`src/rtl/i2c_pkg.sv`:
```
// Shared types and constants for the I2C slave receive path.
package i2c_pkg;

  localparam int unsigned ADDR_W = 7;
  localparam int unsigned BYTE_W = 8;

  // Values for the SDA pull-down during an acknowledge slot.
  localparam logic ACK  = 1'b1;
  localparam logic NACK = 1'b0;

  typedef enum logic [2:0] {
    StIdle,
    StAddr,
    StAddrAck,
    StData,
    StDataAck,
    StIgnore
  } i2c_rx_state_t;

  // True when an address byte selects this slave for a write (R/W bit = 0).
  function automatic logic is_write_to(input logic [BYTE_W-1:0] addr_byte,
                                       input logic [ADDR_W-1:0] slave_addr);
    return (addr_byte[BYTE_W-1:1] == slave_addr) && !addr_byte[0];
  endfunction

endpackage

```
`src/rtl/i2c_bus_cond.sv`:
```
// Combinational SCL edge and START/STOP condition detector.
module i2c_bus_cond (
  input  logic i_scl,
  input  logic i_scl_prev,
  input  logic i_sda,
  input  logic i_sda_prev,
  output logic o_scl_rise,
  output logic o_scl_fall,
  output logic o_start,
  output logic o_stop
);

  assign o_scl_rise = i_scl & ~i_scl_prev;
  assign o_scl_fall = ~i_scl & i_scl_prev;
  // SDA may only change while SCL is high to signal START (fall) or STOP (rise).
  assign o_start    = i_scl & i_scl_prev & i_sda_prev & ~i_sda;
  assign o_stop     = i_scl & i_scl_prev & ~i_sda_prev & i_sda;

endmodule

```
`src/rtl/i2c_slave_write_rx.sv`:
```
// I2C slave write receiver: address match, per-byte ACK/NACK and a
// valid/ready byte stream with backpressure and a per-transaction byte limit.
module i2c_slave_write_rx
  import i2c_pkg::*;
#(
  parameter int unsigned       NUM_BYTES  = 6,
  parameter logic [ADDR_W-1:0] SLAVE_ADDR = 7'h42,
  parameter int unsigned       CNT_W      = $clog2(NUM_BYTES + 1)
) (
  input  logic              FPGA_clk,
  input  logic              rst,
  input  logic              SCL,
  input  logic              SCL_prev,
  input  logic              SDA,
  input  logic              SDA_prev,
  input  logic              enable,
  output logic              SDA_down,
  output logic [BYTE_W-1:0] rx_data,
  output logic              rx_valid,
  input  logic              rx_ready,
  output logic [CNT_W-1:0]  byte_count,
  output logic              addr_match,
  output logic              done,
  output logic              nack_err
);

  logic w_scl_rise;
  logic w_scl_fall;
  logic w_start;
  logic w_stop;

  i2c_bus_cond u_bus_cond (
    .i_scl      (SCL),
    .i_scl_prev (SCL_prev),
    .i_sda      (SDA),
    .i_sda_prev (SDA_prev),
    .o_scl_rise (w_scl_rise),
    .o_scl_fall (w_scl_fall),
    .o_start    (w_start),
    .o_stop     (w_stop)
  );

  i2c_rx_state_t     r_state;
  logic [BYTE_W-1:0] r_shift;
  logic [3:0]        r_bit_cnt;
  logic              r_sda_down;
  logic [BYTE_W-1:0] r_rx_data;
  logic              r_rx_valid;
  logic [CNT_W-1:0]  r_byte_count;
  logic              r_addr_match;
  logic              r_done;
  logic              r_nack_err;

  logic w_bus_start;
  logic w_bus_stop;
  logic w_byte_end;
  logic w_addr_ack;
  logic w_data_ack;

  // Bus conditions are ignored while we hold SDA low ourselves.
  assign w_bus_start = w_start & ~r_sda_down;
  assign w_bus_stop  = w_stop & ~r_sda_down;
  assign w_byte_end  = (r_bit_cnt == 4'd8) & w_scl_fall;
  assign w_addr_ack  = is_write_to(r_shift, SLAVE_ADDR);
  // Room left in this transaction and the output slot free (or emptying now).
  assign w_data_ack  = (r_byte_count < CNT_W'(NUM_BYTES)) & (~r_rx_valid | rx_ready);

  // Receive FSM, shift register and output stream registers.
  always_ff @(posedge FPGA_clk) begin
    if (rst) begin
      r_state      <= StIdle;
      r_shift      <= '0;
      r_bit_cnt    <= '0;
      r_sda_down   <= NACK;
      r_rx_data    <= '0;
      r_rx_valid   <= 1'b0;
      r_byte_count <= '0;
      r_addr_match <= 1'b0;
      r_done       <= 1'b0;
      r_nack_err   <= 1'b0;
    end else begin
      r_done <= 1'b0;
      if (r_rx_valid && rx_ready) begin
        r_rx_valid <= 1'b0;
      end

      if (!enable) begin
        // Pending rx byte is kept; only the bus side is abandoned.
        r_state      <= StIdle;
        r_sda_down   <= NACK;
        r_addr_match <= 1'b0;
      end else if (w_bus_stop) begin
        if (r_state != StIdle && r_byte_count != '0) begin
          r_done <= 1'b1;
        end
        r_state      <= StIdle;
        r_sda_down   <= NACK;
        r_addr_match <= 1'b0;
      end else if (w_bus_start) begin
        // Covers both a fresh START from idle and a repeated START.
        r_state      <= StAddr;
        r_bit_cnt    <= '0;
        r_byte_count <= '0;
        r_nack_err   <= 1'b0;
        r_addr_match <= 1'b0;
        r_sda_down   <= NACK;
      end else begin
        case (r_state)
          StAddr, StData: begin
            if (w_scl_rise && r_bit_cnt < 4'd8) begin
              r_shift   <= {r_shift[BYTE_W-2:0], SDA};
              r_bit_cnt <= r_bit_cnt + 4'd1;
            end else if (w_byte_end) begin
              if (r_state == StAddr) begin
                r_state      <= StAddrAck;
                r_sda_down   <= w_addr_ack ? ACK : NACK;
                r_addr_match <= w_addr_ack;
              end else if (w_data_ack) begin
                r_state      <= StDataAck;
                r_sda_down   <= ACK;
                r_rx_data    <= r_shift;
                r_rx_valid   <= 1'b1;
                r_byte_count <= r_byte_count + CNT_W'(1);
              end else begin
                r_state    <= StIgnore;
                r_nack_err <= 1'b1;
              end
            end
          end
          StAddrAck: begin
            if (w_scl_fall) begin
              r_sda_down <= NACK;
              r_bit_cnt  <= '0;
              r_state    <= r_addr_match ? StData : StIgnore;
            end
          end
          StDataAck: begin
            if (w_scl_fall) begin
              r_sda_down <= NACK;
              r_bit_cnt  <= '0;
              r_state    <= StData;
            end
          end
          default: begin
            // StIdle and StIgnore only react to START/STOP above.
          end
        endcase
      end
    end
  end

  assign SDA_down   = r_sda_down;
  assign rx_data    = r_rx_data;
  assign rx_valid   = r_rx_valid;
  assign byte_count = r_byte_count;
  assign addr_match = r_addr_match;
  assign done       = r_done;
  assign nack_err   = r_nack_err;

endmodule

```
`config.mk`:
```
export PLATFORM = sky130hd
export DESIGN_NAME = i2c_slave_write_rx
export DESIGN_NICKNAME = d
export VERILOG_FILES = /design/src/rtl/i2c_pkg.sv /design/src/rtl/i2c_bus_cond.sv /design/src/rtl/i2c_slave_write_rx.sv
export SDC_FILE = /design/constraint.sdc
export NUM_CORES = 1
export LEC_CHECK = 0
export ABC_CLOCK_PERIOD_IN_PS = 2500
export CAP_MARGIN = 25
export CELL_PAD_IN_SITES_DETAIL_PLACEMENT = 0
export CELL_PAD_IN_SITES_GLOBAL_PLACEMENT = 1
export CORE_ASPECT_RATIO = 2
export CORE_UTILIZATION = 40
export DETAILED_ROUTE_END_ITERATION = 16
export GPL_ROUTABILITY_DRIVEN = 1
export HOLD_SLACK_MARGIN = 0.06
export PLACE_DENSITY = 0.75
export REMOVE_ABC_BUFFERS = 1
export SETUP_SLACK_MARGIN = 0.02
export SKIP_CTS_REPAIR_TIMING = 1
export SYNTH_ARGS = -nofsm -noshare
export SYNTH_HDL_FRONTEND = slang
export SYNTH_SLANG_ARGS = --single-unit
```
`constraint.sdc`:
```
create_clock -name FPGA_clk -period 2.5 [get_ports FPGA_clk]
set_clock_uncertainty 0.15 [all_clocks]
set_input_delay 0.5 -clock FPGA_clk [delete_from_list [all_inputs] [get_ports FPGA_clk]]
set_output_delay 0.5 -clock FPGA_clk [all_outputs]
set_load 0.02 [all_outputs]
```
==> results.sh, run 1 <==
export IMPL_htree_levels=2
export IMPL_final_util=0.563
export IMPL_synth_distinct_cells=49
export IMPL_setup_violations=0
export IMPL_grt_usage=0.226
export IMPL_synth_seq_cells=31
export IMPL_hold_class="flip-flop to flip-flop"
export IMPL_synth_edff_count=0
export IMPL_initial_core_util=0.424
export IMPL_drc=0
export IMPL_hpwlAfterDp_um=3180
export IMPL_final_cells=264
export IMPL_critPathMaxFanout=6
export IMPL_status="finished, final reports clean"
export IMPL_gp_congestion=0.861
export IMPL_nFillCells=348
export IMPL_cts_buffers=5
export IMPL_timing_rr_start="r_bit_cnt[1]"
export IMPL_power_uw=999
export IMPL_critical_path_class="input port to flip-flop"
export IMPL_slew_viol_final=0
export IMPL_rsz0062_at_grt="false"
export IMPL_clock_fmax_mhz=425
export IMPL_wire_per_inst_um=15.6
export IMPL_start_kind="input port"
export IMPL_rr_endpoint="SDA_down"
export IMPL_final_cell_mix="dfxtp_1 (31), nor2_1 (26), clkdlybuf4s50_1 (23), buf_4 (18), mux2i_1 (17)"
export IMPL_post_route_min_period_ns=2.35
export IMPL_worstMarginPinSlew_ns=0.522
export IMPL_endpoint="r_bit_cnt[2]"
export IMPL_cts_root_buffer="clkbuf_8"
export IMPL_synth_ff_type="dfxtp_1"
export IMPL_via_per_inst=5.36
export IMPL_r2r_slack_ns=0.44
export IMPL_initialDrtViolationCount=19
export IMPL_internal_power_uw=780
export IMPL_p_clk_frac=0.433
export IMPL_whs_ns=0.304
export IMPL_dieHeight_um=90.4
export IMPL_hold_viol=0
export IMPL_cp_required_ns=2.52
export IMPL_cts_tree="done"
export IMPL_arrival_ns=2.37
export IMPL_seq_area_frac_synth=0.397
export IMPL_final_common_cell="dfxtp_1"
export IMPL_grt_antenna_before_repair=0
export IMPL_p_leak_nw=0.754
export IMPL_finalNetCount=226
export IMPL_min_period_over_period=0.941
export IMPL_first_global_vias=1474
export IMPL_drive_gt1_frac=0.158
export IMPL_yosys_warnings=0
export IMPL_dp_cells=256
export IMPL_areaGrowthSynthToFinish_pct=32.7
export IMPL_clock_path_buffers=2
export IMPL_seq_power_share=0.499
export IMPL_boundaryPins=24
export IMPL_firstDrtPassIters=4
export IMPL_worst_setup_path_end_kind="flip-flop"
export IMPL_clk_latency_ns=0.28
export IMPL_core_area_sq_mm=0.00368
export IMPL_crit_start="SCL_prev"
export IMPL_p_comb_frac=0.068
export IMPL_syn_area_per_cell_sq_um=9.09
export IMPL_antennaDiodeCount=0
export IMPL_cts_sinks=31
export IMPL_ant_nets=0
export IMPL_relSlewSlack=0.652
export IMPL_synth_cells=172
export IMPL_rows=31
export IMPL_io_buffer_count=23
export IMPL_grt_max_degree=20
export IMPL_async_reset_ff_frac=0
export IMPL_dieArea_sq_mm=0.00418
export IMPL_switchingPower_uw=218
export IMPL_powerDensity_mw_per_mm2=482
export IMPL_clk_pin_slew_ns=0.07
export IMPL_vias=1414
export IMPL_ir_worst_vdd_mv=0.670
export IMPL_drv_cap=0
export IMPL_drt_total_wl_um=4130
export IMPL_netSwitchingFraction=0.218
export IMPL_die_width_um=46.2
export IMPL_grt_pass1_wl_um=6840
export IMPL_grt_overflow_total=0
export IMPL_rr_worst_depth=6
export IMPL_netlist_area_sq_mm=0.00156
[registers in the layout, indices dropped and copies added, names as in the netlist, 3 cells and up]
| name | cells |
|---|---|
| r_shift | 8 |
| rx_data | 8 |
| r_bit_cnt | 4 |
| byte_count | 3 |
| r_state | 3 |
[worst min-delay path by stage]
stage,endpoint,cells past startpoint,slack [ns],start
after floorplan,r_bit_cnt[3],1,0.31,r_bit_cnt[3]
after global placement,nack_err,2,0.29,nack_err
after detailed placement,nack_err,2,0.30,nack_err
after CTS,nack_err,2,0.31,nack_err
after global routing,nack_err,2,0.35,nack_err
final,nack_err,2,0.30,nack_err
[final cells by class]
cell class,instances,area (sq um),area share
inverter,9,33.8,0.0163
multi-input combinational,125,872,0.421
clock buffer,8,100,0.0483
timing repair buffer,42,385,0.186
tap,49,61.3,0.0296
sequential,31,621,0.299
[cell usage after synthesis (2+ instances only)]
cell,instances,area (sq um)
dfxtp_1,31,621
nor2_1,26,97.6
mux2i_1,17,170
inv_1,9,33.8
nand2_1,9,33.8
a21oi_1,8,40.0
o21ai_0,5,25.0
ha_1,4,50.1
and2_1,3,18.8
clkbuf_1,3,11.3
nand2b_1,3,18.8
nand3_1,3,15.0
nand3b_1,3,22.5
nor3_1,3,15.0
a2111oi_0,2,17.5
a21boi_0,2,15.0
a41oi_1,2,17.5
and3_1,2,12.5
buf_4,2,15.0
nor2b_1,2,12.5
nor4_1,2,12.5
nor4b_1,2,17.5
or3_1,2,12.5
or3_4,2,22.5
[metal layers]
metal | share of wire | global-route usage | wire length (um)
met5 | 0 | 0 | 0
met4 | 0.041 | 0.140 | 170
met3 | 0.037 | 0.0520 | 152
met2 | 0.57 | 0.397 | 2360
met1 | 0.35 | 0.217 | 1450
[critical path: stages]
cell and delay [ns]:
clkdlybuf4s50_1 0.49, and3b_1 0.29, a21oi_1 0.33, buf_4 0.19, o31ai_4 0.07, buf_4 0.16, a311o_1 0.34
[through the flow]
step                instance area (sq um)  TNS (ns)  worst slack (ns)
CTS                                  2070         0             0.184
floorplan                            1520     -3.01            -0.341
global placement                     1970    -0.511           -0.0956
finish                               2070         0             0.148
detailed placement                   1970    -0.797            -0.109
global route                         2070         0            0.0963
[kinds of logic after synthesis]
logic type	count (synthesis)	synth area share
flops	31	0.397
compound gates	29	0.135
buf+inv	16	0.0488
simple gates	72	0.259
fa+ha+maj	4	0.0320
mux	18	0.116
xor+xnor	2	0.0112
[power by group through the flow]
stage,Sequential [mW],Clock (mW),Combinational (mW)
global route,0.498,0.468,0.0729
finish,0.498,0.433,0.0676
CTS,0.498,0.447,0.0668
floorplan,0.509,0,0.0225
detailed placement,0.509,0,0.0663
global placement,0.509,0,0.0658
No activity file was read; power rests on OpenSTA's default activity.
==> run 2, diff against run 1 <==
--- a/config.mk
+++ b/config.mk
@@ -11,6 +11,7 @@
 export CELL_PAD_IN_SITES_GLOBAL_PLACEMENT = 1
 export CORE_ASPECT_RATIO = 2
 export CORE_UTILIZATION = 40
+export CTS_CLUSTER_SIZE = 16
 export DETAILED_ROUTE_END_ITERATION = 16
 export GPL_ROUTABILITY_DRIVEN = 1
 export HOLD_SLACK_MARGIN = 0.06
==> results of run 2 <==
Same layout as run 1: the final DEF is identical, and so are final timing and power.
==> run 3, diff against run 2 <==
--- a/config.mk
+++ b/config.mk
@@ -22,3 +22,4 @@
 export SYNTH_ARGS = -nofsm -noshare
 export SYNTH_HDL_FRONTEND = slang
 export SYNTH_SLANG_ARGS = --single-unit
+export TNS_END_PERCENT = 5
==> results of run 3 <==
Same layout as run 1: the final DEF is identical, and so are final timing and power.
